$ cat src/rtl/pc_seq_pkg.sv
`default_nettype none
// ============================================================================
//  Module      : pc_seq_pkg
//  Description : Shared types and constants for the program-counter sequencer.
//  Revision    : 1.0 - initial release
// ============================================================================
package pc_seq_pkg;

    localparam int          PC_XLEN         = 32;
    localparam int          INSTR_BYTES     = 4;
    localparam logic [31:0] PC_RESET_VECTOR = 32'h0000_0000;
    localparam logic [31:0] PC_TRAP_VECTOR  = 32'h0000_0100;

    typedef enum logic [1:0] {
        ST_BOOT     = 2'd0,
        ST_RUN      = 2'd1,
        ST_STALL    = 2'd2,
        ST_REDIRECT = 2'd3
    } state_t;

    // A fetch target is legal only on an instruction boundary.
    function automatic logic is_aligned(input logic [1:0] addr_lsb);
        return (addr_lsb == 2'b00);
    endfunction

endpackage : pc_seq_pkg
`default_nettype wire

$ cat src/rtl/pc_next_mux.sv
`default_nettype none
// ============================================================================
//  Module      : pc_next_mux
//  Description : Priority select of the next fetch address with alignment
//                and stall-timeout trapping. Purely combinational.
//  Revision    : 1.0 - initial release
// ============================================================================
module pc_next_mux
    import pc_seq_pkg::*;
#(
    parameter int              XLEN        = PC_XLEN,
    parameter logic [XLEN-1:0] TRAP_VECTOR = XLEN'(PC_TRAP_VECTOR)
) (
    input  state_t            state_i,
    input  logic [XLEN-1:0]   pc_i,
    input  logic              stall_i,
    input  logic              branch_taken_i,
    input  logic [XLEN-1:0]   branch_target_i,
    input  logic              jump_i,
    input  logic [XLEN-1:0]   jump_target_i,
    input  logic              trap_i,
    input  logic              timeout_hit_i,
    output logic [XLEN-1:0]   pc_next_o,
    output logic              redirect_o,
    output logic              misalign_o,
    output logic              timeout_o,
    output logic [XLEN-1:0]   target_o
);

    logic [XLEN-1:0] w_target;

    // Jump outranks branch when both are requested.
    assign w_target = jump_i ? jump_target_i : branch_target_i;
    assign target_o = w_target;

    // Priority: trap > jump > branch > stall > sequential; BOOT holds the PC.
    always_comb begin
        pc_next_o  = pc_i;
        redirect_o = 1'b0;
        misalign_o = 1'b0;
        timeout_o  = 1'b0;
        case (state_i)
            ST_RUN, ST_STALL: begin
                if (trap_i) begin
                    pc_next_o  = TRAP_VECTOR;
                    redirect_o = 1'b1;
                end else if (jump_i || branch_taken_i) begin
                    redirect_o = 1'b1;
                    if (is_aligned(w_target[1:0])) begin
                        pc_next_o = w_target;
                    end else begin
                        pc_next_o  = TRAP_VECTOR;
                        misalign_o = 1'b1;
                    end
                end else if (stall_i) begin
                    // Timeout only counts stall cycles already spent in STALL.
                    if ((state_i == ST_STALL) && timeout_hit_i) begin
                        pc_next_o  = TRAP_VECTOR;
                        timeout_o  = 1'b1;
                        redirect_o = 1'b1;
                    end
                end else begin
                    pc_next_o = pc_i + XLEN'(INSTR_BYTES);
                end
            end
            ST_REDIRECT: begin
                // Only a trap survives the bubble; other requests are flushed.
                if (trap_i) begin
                    pc_next_o  = TRAP_VECTOR;
                    redirect_o = 1'b1;
                end
            end
            default: begin
            end
        endcase
    end

endmodule : pc_next_mux
`default_nettype wire

$ cat src/rtl/pc_sequencer.sv
`default_nettype none
// ============================================================================
//  Module      : pc_sequencer
//  Description : Program-counter controller: sequential fetch, redirects with
//                a one-cycle flush bubble, misalign and stall-timeout traps.
//  Revision    : 1.0 - initial release
// ============================================================================
module pc_sequencer
    import pc_seq_pkg::*;
#(
    parameter int              XLEN          = PC_XLEN,
    parameter logic [XLEN-1:0] RESET_VECTOR  = XLEN'(PC_RESET_VECTOR),
    parameter logic [XLEN-1:0] TRAP_VECTOR   = XLEN'(PC_TRAP_VECTOR),
    parameter int              STALL_TIMEOUT = 16,
    parameter int              CNT_W         = 8
) (
    input  logic              CLK,
    input  logic              RST,
    input  logic              stall_i,
    input  logic              branch_taken_i,
    input  logic [XLEN-1:0]   branch_target_i,
    input  logic              jump_i,
    input  logic [XLEN-1:0]   jump_target_i,
    input  logic              trap_i,
    output logic [XLEN-1:0]   pc_o,
    output logic [XLEN-1:0]   pc_next_o,
    output logic              pc_valid_o,
    output logic              flush_o,
    output logic              misalign_o,
    output logic              timeout_o,
    output logic [XLEN-1:0]   bad_addr_o,
    output logic [1:0]        state_o
);

    // Count value on which the next stalled cycle fires the timeout.
    localparam logic [CNT_W-1:0] c_STALL_LIMIT =
        (STALL_TIMEOUT == 0) ? '0 : CNT_W'(STALL_TIMEOUT - 1);

    state_t            state_q, state_d;
    logic [XLEN-1:0]   pc_q, pc_d;
    logic [CNT_W-1:0]  cnt_q, cnt_d;
    logic              misalign_q, timeout_q;
    logic [XLEN-1:0]   bad_addr_q, bad_addr_d;

    logic              w_timeout_hit;
    logic              w_redirect;
    logic              w_misalign;
    logic              w_timeout;
    logic [XLEN-1:0]   w_target;

    assign w_timeout_hit = (STALL_TIMEOUT != 0) && (cnt_q == c_STALL_LIMIT);

    pc_next_mux #(
        .XLEN        (XLEN),
        .TRAP_VECTOR (TRAP_VECTOR)
    ) u_mux (
        .state_i         (state_q),
        .pc_i            (pc_q),
        .stall_i         (stall_i),
        .branch_taken_i  (branch_taken_i),
        .branch_target_i (branch_target_i),
        .jump_i          (jump_i),
        .jump_target_i   (jump_target_i),
        .trap_i          (trap_i),
        .timeout_hit_i   (w_timeout_hit),
        .pc_next_o       (pc_d),
        .redirect_o      (w_redirect),
        .misalign_o      (w_misalign),
        .timeout_o       (w_timeout),
        .target_o        (w_target)
    );

    // Next state, stall counter and captured bad address.
    always_comb begin
        state_d    = state_q;
        cnt_d      = '0;
        bad_addr_d = w_misalign ? w_target : bad_addr_q;
        case (state_q)
            ST_BOOT: begin
                state_d = ST_RUN;
            end
            ST_RUN: begin
                if (w_redirect) begin
                    state_d = ST_REDIRECT;
                end else if (stall_i) begin
                    state_d = ST_STALL;
                    cnt_d   = CNT_W'(1);
                end else begin
                    state_d = ST_RUN;
                end
            end
            ST_STALL: begin
                if (w_redirect) begin
                    state_d = ST_REDIRECT;
                end else if (stall_i) begin
                    state_d = ST_STALL;
                    cnt_d   = cnt_q + CNT_W'(1);
                end else begin
                    state_d = ST_RUN;
                end
            end
            ST_REDIRECT: begin
                state_d = w_redirect ? ST_REDIRECT : ST_RUN;
            end
            default: begin
                state_d = ST_BOOT;
            end
        endcase
    end

    // State, PC, counter and pulse-flag registers.
    always_ff @(posedge CLK or posedge RST) begin
        if (RST) begin
            state_q    <= ST_BOOT;
            pc_q       <= RESET_VECTOR;
            cnt_q      <= '0;
            misalign_q <= 1'b0;
            timeout_q  <= 1'b0;
            bad_addr_q <= '0;
        end else begin
            state_q    <= state_d;
            pc_q       <= pc_d;
            cnt_q      <= cnt_d;
            misalign_q <= w_misalign;
            timeout_q  <= w_timeout;
            bad_addr_q <= bad_addr_d;
        end
    end

    assign pc_o       = pc_q;
    assign pc_next_o  = pc_d;
    assign pc_valid_o = (state_q == ST_RUN) || (state_q == ST_STALL);
    assign flush_o    = (state_q == ST_REDIRECT);
    assign misalign_o = misalign_q;
    assign timeout_o  = timeout_q;
    assign bad_addr_o = bad_addr_q;
    assign state_o    = state_q;

endmodule : pc_sequencer
`default_nettype wire

$ cat config.mk
export PLATFORM = sky130hd
export DESIGN_NAME = pc_sequencer
export DESIGN_NICKNAME = d
export VERILOG_FILES = /design/src/rtl/pc_seq_pkg.sv /design/src/rtl/pc_next_mux.sv /design/src/rtl/pc_sequencer.sv
export SDC_FILE = /design/constraint.sdc
export NUM_CORES = 1
export LEC_CHECK = 0
export ABC_AREA = 1
export CORE_ASPECT_RATIO = 1.2
export CORE_UTILIZATION = 37
export DETAILED_ROUTE_END_ITERATION = 7
export PLACE_DENSITY = 0.8
export SLEW_MARGIN = 15
export SYNTH_ARGS = -nofsm -noshare
export SYNTH_HDL_FRONTEND = slang
export SYNTH_SLANG_ARGS = --single-unit
$ cat constraint.sdc
create_clock -name CLK -period 2.3 [get_ports CLK]
set_clock_uncertainty 0.15 [all_clocks]
set_input_delay 0.23 -clock CLK [delete_from_list [all_inputs] [get_ports CLK]]
set_output_delay 0.23 -clock CLK [all_outputs]
set_load 0.01 [all_outputs]
==> results.cfg <==
[run_status]
outcome = complete, but fails checks
violations = setup timing

[die]
initial_core_util = 0.3768
die-area_sq_um = 13890
io_pins = 172
die_y_um = 128.9
core_sq_um = 13180
num_rows = 46
die_w_um = 107.8

[place]
io_buffers = 171
dpl.hpwl_um = 13450
dp_worst_setup_slack_ns = -0.4060
gp_congestion = 0.9391

[routing]
dr.pass1.iters = 8
ant_nets = 0
finalWirelength_um = 20570
num_vias = 6370
remaining_drc_errors = 0
drtIter0Drc = 626
wire_per_inst_um = 17.40
vias_per_cell = 5.389

[cts]
htree_levels = 3
cts_hold_buffers = 0
insertion_delay_ns = 0.34
root_buffer = clkbuf_16
numCtsBuffers = 9
cts.clk_slew.worst_paths_ns = 0.06
cts_tree = built
clock_tree.buffer_depth = 2
clock-sinks = 76

[power_and_ir_drop]
power.switching_mw = 3.294
leakage_nw = 3.917
total_power_mw = 8.459
swShare = 0.3894
seq_power_share = 0.257
intPower_mw = 5.166
p_per_area_nw_per_um2 = 979.0
pwr-share-comb = 0.541
clock_power_share = 0.202
vdd_drop_max_mv = 0.6538

[worst_hold_path]
hp-class = in2async

[synth]
synth-main-ff-cell = dfrtp_1
synth_common_cells = nand2_1, nor2_1, dfrtp_1, nand3_1, inv_1
synth_area_leaders = dfrtp_1, nand2_1, nand3_1
ys_types = 36
syn_nets = 801
synth_area_per_cell_sq_um = 6.850
syn-instance-count = 725
synth_area_sq_um = 4966
synth-edff-count = 0
yosysSeqAreaShare = 0.3830
synth.top_cell.area_share = 0.3830
ys.warnings.count = 0
yosysTopAreaCell = dfrtp_1
async_flop_share = 1.000
yosysMostFrequentCell = nand2_1
postSynthRegisterBits = 76

[timing]
maxSlewHeadroom = 0.6825
tightest_slew_ns = 0.4629
layout_setup_ws_ns = -0.2462
fmax_mhz = 392.7
hold_viol = 0
final-max-slew-violation-count = 0
setup_viol = 31
rsz0062_at_grt = true
final.min_clock_period_ns = 2.546
fin_crit_sh = 1.107

[global_route]
grt_pass1_vias = 5865
grt_pass1_wl_um = 29420
grt_use_total = 0.2750
antenna_found_initial = 0
grt_max_degree = 77
grt_overflow = 0

[layout]
fin_nets = 1085
drive_above_1_share = 0.2998
syn2layout_area_growth_pct = 74.00
antenna-diode-count = 0

[worst_setup_path]
path_cells = inv_2 -> ha_4 -> nand2_4 -> inv_4 -> nand3_4 -> clkinv_4 -> buf_12 -> nand2_4 -> a21oi_2 -> nand2_1 -> nand2_1 -> buf_2
rrSetupSlack_ns = -0.19
cp-end-kind = output port
slowest_delay_ns = 0.38
worstPathArrival_ns = 2.17
critical_path.top_delay_family = buffers and inverters
worstPathRequired_ns = 1.92
crit_fanout = 7
start_kind = register
crit_slowest_cell = dfrtp_1
critPathKind = reg2out
critPathBufInv = 5

[run]
cap_viol_max_count = 0
## logic make-up (layout without fill, tap and decap cells)
family	count (synthesis)	in the layout	synth area share
flip-flops	76	76	0.3830
buffers and inverters	90	379	0.08163
adder cells (fa/ha/maj)	6	6	0.01512
XOR/XNOR	5	5	0.008818
AO/OA/AOI/OAI	92	92	0.1053
AND/OR/NAND/NOR	444	444	0.3820
multiplexers	12	12	0.02419
## tightest hold or removal path, cell delays in order
cell	delay, ns
clkdlybuf4s50_1	0.44
clkinvlp_4	0.10
buf_12	0.34
## sequential cells by signal (all words and copies together), names as in the netlist
register    count
cnt_q           8
pc_o           32
bad_addr_o     32
state_o         2
timeout_o       1
misalign_o      1
## metrics by stage
step	utilization	cell area [sq um]	TNS [ns]	hold slack, ns	std cells
finish	0.6556	8641	-4.794	0.2026	1182
global route	0.6556	8641	-6.976	0.2540	1182
detailed placement	0.5684	7492	-9.740	0.3345	1129
global placement	0.5684	7492	-8.694	0.3242	1129
floorplan	-	4970	0	0.2563	725
CTS	0.6293	8294	-3.016	0.2343	1170
## worst paths after layout
check                                 end  cells after the start           from
max                         pc_next_o[18]                     12     state_o[1]
min                        bad_addr_o[15]                      3            RST
max reg2reg                       pc_o[6]                     12       cnt_q[5]
min reg2reg                 bad_addr_o[7]                      2  bad_addr_o[7]
max in group asynchronous         pc_o[4]                      3            RST
min in group CLK            bad_addr_o[8]                      6         jump_i
## power by group through the flow
| stage | clock, mW | sequential (mW) | combinational [mW] |
|---|---|---|---|
| global route | 1.78 | 2.21 | 4.87 |
| CTS | 1.69 | 2.15 | 4.21 |
| detailed placement | 0 | 2.16 | 3.93 |
| finish | 1.71 | 2.17 | 4.57 |
| floorplan | 0 | 2.35 | 1.44 |
| global placement | 0 | 2.14 | 3.89 |
## repair_timing
action,4_1_cts,5_1_grt
gates cloned,3,1
resized for setup,225,63
pin swaps,55,45
setup buffers,23,12
setup endpoints to repair,32,33
## cell type report
type	count	area, sq um
clock buffer	10	239.0
clock inverter	6	111.4
fill	980	4539
inverter	61	242.7
multi-input combinational	559	3149
sequential	76	1902
tap	168	210.2
timing repair buffer	301	2778
timing repair inverter	1	8.758
## routing by layer
layer,GRT usage,routed length [um],vias up,share of wire
met5,0,0,-,0
met3,0.05826,1858,95,0.090
met4,0.1370,964,0,0.047
li1,-,-,2926,-
met2,0.4597,10060,424,0.49
met1,0.3342,7680,2925,0.37
## cell usage in the layout, fill, tap and decap left out, drive strengths merged
master         count
o211ai             4
nand3             74
dfrtp             76
nand3b             4
buf              162
o21a               1
or2                1
clkbuf            11
inv               58
a21oi             24
bufinv             3
ha                 6
nand4             10
o21bai             2
a21boi             2
dlymetal6s2s       1
nor3               1
mux2i             12
nand2            257
clkdlybuf4s50    137
a31oi             18
nor2              97
clkinvlp           2
xor2               5
a22oi              1
clkinv             5
o21ai             40
Note: power is estimated with default switching activity, not from simulation.
